--- src/rtl/wb_initiator.sv ---
// rtl/wb_initiator.sv - single-outstanding Wishbone classic-cycle initiator
// Optional bus timeout abort is built when WB_INITIATOR_TIMEOUT_EN is defined.
module wb_initiator #(
  parameter int ADDR_W  = 32,
  parameter int TIMEOUT = 255
) (
  input  logic              wb_clk_i,
  input  logic              wb_rst_i,
  input  logic              req_valid_i,
  output logic              req_ready_o,
  input  logic              req_we_i,
  input  logic [ADDR_W-1:0] req_addr_i,
  input  logic [31:0]       req_dat_i,
  input  logic [3:0]        req_sel_i,
  output logic              rsp_valid_o,
  input  logic              rsp_ready_i,
  output logic [31:0]       rsp_dat_o,
  output logic              rsp_err_o,
  output logic              wb_cyc_o,
  output logic              wb_stb_o,
  output logic              wb_we_o,
  output logic [ADDR_W-1:0] wb_adr_o,
  output logic [31:0]       wb_dat_o,
  output logic [3:0]        wb_sel_o,
  input  logic [31:0]       wb_dat_i,
  input  logic              wb_ack_i
);

  typedef enum logic [1:0] {IDLE, BUS, RESP} state_t;

  state_t            state_q, state_d;
  logic              cyc_q, cyc_d;
  logic              we_q, we_d;
  logic [ADDR_W-1:0] adr_q, adr_d;
  logic [31:0]       wdat_q, wdat_d;
  logic [3:0]        sel_q, sel_d;
  logic              rsp_valid_q, rsp_valid_d;
  logic [31:0]       rsp_dat_q, rsp_dat_d;
  logic              rsp_err_q, rsp_err_d;

`ifdef WB_INITIATOR_TIMEOUT_EN
  localparam logic [15:0] TMO_LAST = 16'(TIMEOUT - 1);
  logic [15:0] cnt_q, cnt_d;

  always_ff @(posedge wb_clk_i or posedge wb_rst_i) begin
    if (wb_rst_i) cnt_q <= '0;
    else          cnt_q <= cnt_d;
  end
`else
  // Marker block only: flags an out-of-range TIMEOUT in the elaborated hierarchy.
  if (TIMEOUT < 1 || TIMEOUT > 65535) begin : g_timeout_out_of_range
  end
`endif

  always_comb begin
    state_d     = state_q;
    cyc_d       = cyc_q;
    we_d        = we_q;
    adr_d       = adr_q;
    wdat_d      = wdat_q;
    sel_d       = sel_q;
    rsp_valid_d = rsp_valid_q;
    rsp_dat_d   = rsp_dat_q;
    rsp_err_d   = rsp_err_q;
`ifdef WB_INITIATOR_TIMEOUT_EN
    cnt_d       = cnt_q;
`endif
    unique case (state_q)
      IDLE: begin
        if (req_valid_i) begin
          we_d    = req_we_i;
          adr_d   = req_addr_i;
          wdat_d  = req_dat_i;
          sel_d   = req_sel_i;
          cyc_d   = 1'b1;
          state_d = BUS;
`ifdef WB_INITIATOR_TIMEOUT_EN
          cnt_d   = '0;
`endif
        end
      end
      BUS: begin
        // An ack on the final timeout edge still completes normally.
        if (wb_ack_i) begin
          cyc_d       = 1'b0;
          rsp_dat_d   = we_q ? 32'h0 : wb_dat_i;
          rsp_err_d   = 1'b0;
          rsp_valid_d = 1'b1;
          state_d     = RESP;
        end
`ifdef WB_INITIATOR_TIMEOUT_EN
        else if (cnt_q == TMO_LAST) begin
          cyc_d       = 1'b0;
          rsp_dat_d   = 32'h0;
          rsp_err_d   = 1'b1;
          rsp_valid_d = 1'b1;
          state_d     = RESP;
        end else begin
          cnt_d = cnt_q + 16'd1;
        end
`endif
      end
      RESP: begin
        if (rsp_ready_i) begin
          rsp_valid_d = 1'b0;
          state_d     = IDLE;
        end
      end
      default: state_d = IDLE;
    endcase
  end

  always_ff @(posedge wb_clk_i or posedge wb_rst_i) begin
    if (wb_rst_i) begin
      state_q     <= IDLE;
      cyc_q       <= 1'b0;
      we_q        <= 1'b0;
      adr_q       <= '0;
      wdat_q      <= '0;
      sel_q       <= '0;
      rsp_valid_q <= 1'b0;
      rsp_dat_q   <= '0;
      rsp_err_q   <= 1'b0;
    end else begin
      state_q     <= state_d;
      cyc_q       <= cyc_d;
      we_q        <= we_d;
      adr_q       <= adr_d;
      wdat_q      <= wdat_d;
      sel_q       <= sel_d;
      rsp_valid_q <= rsp_valid_d;
      rsp_dat_q   <= rsp_dat_d;
      rsp_err_q   <= rsp_err_d;
    end
  end

  // Ready is forced low while reset is asserted, not just after the first edge.
  assign req_ready_o = (state_q == IDLE) && !wb_rst_i;
  assign rsp_valid_o = rsp_valid_q;
  assign rsp_dat_o   = rsp_dat_q;
  assign wb_cyc_o    = cyc_q;
  assign wb_stb_o    = cyc_q;
  assign wb_we_o     = we_q;
  assign wb_adr_o    = adr_q;
  assign wb_dat_o    = wdat_q;
  assign wb_sel_o    = sel_q;
`ifdef WB_INITIATOR_TIMEOUT_EN
  assign rsp_err_o   = rsp_err_q;
`else
  assign rsp_err_o   = 1'b0;
`endif

endmodule

--- config.mk ---
export PLATFORM = sky130hd
export DESIGN_NAME = wb_initiator
export DESIGN_NICKNAME = d
export VERILOG_FILES = /design/src/rtl/wb_initiator.sv
export SDC_FILE = /design/constraint.sdc
export NUM_CORES = 1
export LEC_CHECK = 0
export CAP_MARGIN = 10
export CORE_UTILIZATION = 36
export DETAILED_ROUTE_END_ITERATION = 16
export GPL_TIMING_DRIVEN = 1
export PLACE_DENSITY = 0.77
export SYNTH_ARGS = -nofsm -noshare
export SYNTH_HDL_FRONTEND = slang
export SYNTH_SLANG_ARGS = --single-unit
--- constraint.sdc ---
create_clock -name wb_clk_i -period 3.4 [get_ports wb_clk_i]
set_input_delay 0.68 -clock wb_clk_i [delete_from_list [all_inputs] [get_ports wb_clk_i]]
set_output_delay 0.68 -clock wb_clk_i [all_outputs]
set_load 0.1 [all_outputs]
# Yosys cells after proc, flatten, opt, wreduce, memory -nomap -nowiden
# Cells that the tools add are included.
[op_classes] n_eq_ne=5 mux=11 reduce_logical=10
[ops] op="$mux W32" count=1
[ops] op="$reduce_and A3 Y1" count=3
[ops] op="$mux W2" count=3
[ops] op="$ne A2 B2 Y1 const B" count=3
[ops] op="$pmux W2 S3" count=1
[ops] op="$mux W1" count=4
[ops] op="$pmux W1 S2" count=2
[ops] op="$reduce_and A2 Y1" count=2
[ops] op="$reduce_bool A2 Y1" count=2
[ops] op="$eq A2 B1 Y1 const B" count=1
[ops] op="$eq A2 B2 Y1 const B" count=1
[ops] op="$logic_not A2 Y1" count=1
[ops] op="$logic_and A1 B1 Y1" count=1
[ops] op="$logic_not A1 Y1" count=1
[totals] in_bits=106 output_inout_bits=106 regBits=105 word_cells=34

# Depth between registers and ports, before layout
[logic_depth] depth_word=3 ltp_mapped=6 mapped_depth_nobuf=3

# Worst setup path after synthesis
# No wires, ideal clock.
[synth_timing] kind="input -> output" start="input wb_rst_i" end="output req_ready_o" path_buffers=0 path_slack_ns=0.013 path_stages=1 arrival_time_ns=2.707 required_ns=2.720 cell_sequence="nor3_1"
[synth_between] elab_chain_cells=2
[synth_lines] element="start: declaration" line="8" source="input logic wb_rst_i,"
[synth_lines] element="$logic_not A1 Y1" line="138" source="assign req_ready_o = (state_q == IDLE) && !wb_rst_i;"
[synth_lines] element="$logic_and A1 B1 Y1" line="138"
[synth_lines] element="end: declaration" line="10" source="output logic req_ready_o,"
# Every way passes these cells.

# Final worst setup path
[layout_timing] start="register wdat_q[29] (netlist: wb_dat_o[29])" end="output wb_dat_o[29]"
[layout_rtl] element="start: declaration" line="35" source="logic [31:0] wdat_q, wdat_d;"
[layout_rtl] element="start signal: assignment" line="129" source="wdat_q <= wdat_d;"
[layout_rtl] element="end: declaration" line="23" source="output logic [31:0] wb_dat_o,"
# No word-level cell between the ends.

==> summary.md <==
| Metric | Value |
|---|---|
| Status | `completed` |
| Routed len/inst | `~15 um` |
| # H-tree levels | `3` |
| Delay-heaviest family, CP | `buffers and inverters` |
| Syn Std Cell Area | `0.00411 sq mm` |
| Core Area | `0.0110 sq mm` |
| Hold buffers post-CTS | `0` |
| Worst-Margin Slew | `around 1.0 ns` |
| Area grow syn2layout | `60.2%` |
| Async set-reset flop share out of synthesis | `100%` |
| CP required | `roughly 2.7 ns` |
| Initial DRT Pass Iterations | `4` |
| WP data arrival | `1.86 ns` |
| Bufs on Longest Clock Path | `2` |
| Commonest cells post-synth | `dfrtp_1, mux2_2, o21ai_0` |
| Cells after Synth | `307` |
| Vias/cell | `4.61` |
| Primary FF master, synth | `dfrtp_1` |
| CP Buf/Inv Count | `1` |
| Crit-path max cell delay | `1.15 ns` |
| Routability cong. | `between 0.7 and 0.8` |
| Mapped Avg Cell Area | `13.4 sq um` |
| Most frequent cell after synthesis | `dfrtp_1` |
| Design area | `0.00658 sq mm` |
| Layout cells sized above 1 | `20.6%` |
| First-pass GRT wire length | `between 15 and 20 mm` |
| Synth area leaders | `dfrtp_1, mux2_2, nand2b_1` |
| Synth warn | `0` |
| # rows | `38` |
| Endpoint type of the worst setup path | `output pin` |
| Post-DP Area | `0.00627 sq mm` |
| Ports | `212` |
| RSZ-0062 raised after global routing | `false` |
| GRT Resource Usage Total | `16.9%` |
| Die H | `109 um` |
| Relative slew margins | `32.9%` |
| Initial Util | `between 30% and 40%` |
| Post-Syn Nets | `413` |
| Maximum fanout along the worst path | `2` |
| Worst-skew pair later-pin latency | `0.34 ns` |
| DR DRC count | `0` |
| Top-area cell type share of the netlist area | `64.0%` |
| Post-detail-place hpwl | `7.18 mm` |
| Setup repair bufs after CTS | `0` |
| Via count | `3041` |
| Worst path cell trace | `clkdlybuf4s50_1` |
| Slew Viols, Final | `0` |
| Post_cts resized | `0` |
| Leading area contributor after synthesis | `dfrtp_1` |
| Final Skew | `0.00737 ns` |
| Seq cells post-synth | `105` |
| Vias in the first global route | `3099` |
| Final #Nets | `620` |
| Final setup viols | `0` |
| CTS sink cnt | `roughly 110` |
| Antenna Cells | `0` |
| Distinct cells, synth | `20` |
| Setup_tns | `0 ns` |
| Hold Crit Class | `flip-flop to flip-flop` |
| Port Buffers | `210` |
| Worst-path clk slew | `0.07 ns` |
| WL final | `9.73 mm` |
| Root Driver | `clkbuf_16` |
| Fin crit period | `2.54 ns` |
| Die footprint | `0.0118 sq mm` |
| Sequential element share of the synthesized area | `64.0%` |
| Final worst-path cycle share | `74.7%` |
| Largest net degree at the start of global routing | `66` |
| CTS tree | `done` |
| Peak Freq | `0.394 GHz` |
| Maxcap violations | `0` |
| Grt ovf | `0` |
| Number of flops mapped to enable cells by yosys | `0` |
| Initial DRC Count | `101` |
| Num CTS Buffers | `9` |
| Initial antenna violation count | `0` |
| Setup CP Type | `flip-flop to output pin` |
| Horiz. Die Dim | `109 um` |
| Crit start category | `flip-flop` |
| Post-DRT Antenna Nets | `0` |
| Worst path slowest cell | `clkdlybuf4s50_1` |
| Final Hold Viols | `0` |
## cell type report
type | instances | area (sq um)
repair buffers | 216 | 2110
well taps | 140 | 175
inverters | 3 | 15.0
clock inverters | 4 | 51.3
flip-flops and latches | 105 | 2630
fillers | 913 | 4400
multi-input cells | 179 | 1350
clock buffers | 12 | 256
## logic make-up after synthesis
family | share of synthesized area [%]
flip-flops | 64.0
multiplexers | 19.2
AND/OR/NAND/NOR | 8.83
AO/OA/AOI/OAI | 4.69
buffers and inverters | 3.26
other | 0.0913
## layout by cell type (no fill, tap or decap), types with 3 or more instances in the layout
cell             instances
nand2_1                 33
buf_4                   29
dfrtp_1                105
o21ai_0                 34
clkbuf_16                9
mux2_1                  10
a21oi_1                  3
nand2b_1                32
mux2_2                  59
clkdlybuf4s50_1        185
## sequential cells by signal, summed over array words and instances (netlist names)
name / flops
state_q: 2
wb_adr_o: 32
wb_cyc_o: 1
wb_dat_o: 32
rsp_valid_o: 1
rsp_dat_o: 32
wb_we_o: 1
wb_sel_o: 4
## through the flow
| stage | setup slack, ns | hold slack, ns | cells | utilization (%) |
|---|---|---|---|---|
| finish | 0.861 | 0.480 | 659 | 59.9 |
| global route | 0.817 | 0.502 | 659 | 59.9 |
| CTS | 0.835 | 0.484 | 659 | 59.9 |
| detailed placement | 1.10 | 0.468 | 643 | 57.1 |
| global placement | 1.10 | 0.462 | 643 | 57.1 |
| floorplan | 0.0127 | 0.538 | 307 | - |
## worst paths after layout
check	slack, ns	startpoint	depth (start not counted)	to
worst max-delay path	0.86	wb_dat_o[29]	1	wb_dat_o[29]
worst min-delay path	0.48	rsp_dat_o[12]	2	rsp_dat_o[12]
worst max register to register	1.79	state_q[0]	3	wb_adr_o[29]
worst min register to register	0.48	rsp_dat_o[12]	2	rsp_dat_o[12]
max in group asynchronous	1.89	wb_rst_i	3	rsp_dat_o[14]
min in group asynchronous	0.75	wb_rst_i	2	wb_dat_o[21]
## per-layer routing
metal | routed length [um] | vias to the layer above | track usage (%)
li1 | - | 1438 | -
met1 | 3870 | 1463 | 20.0
met2 | 4890 | 130 | 28.6
met3 | 844 | 10 | 5.02
met4 | 128 | 0 | 6.66
met5 | 0 | - | 0
Power is not shown: default switching activity piles up to over one toggle a cycle in this logic, so the estimate is an artifact.
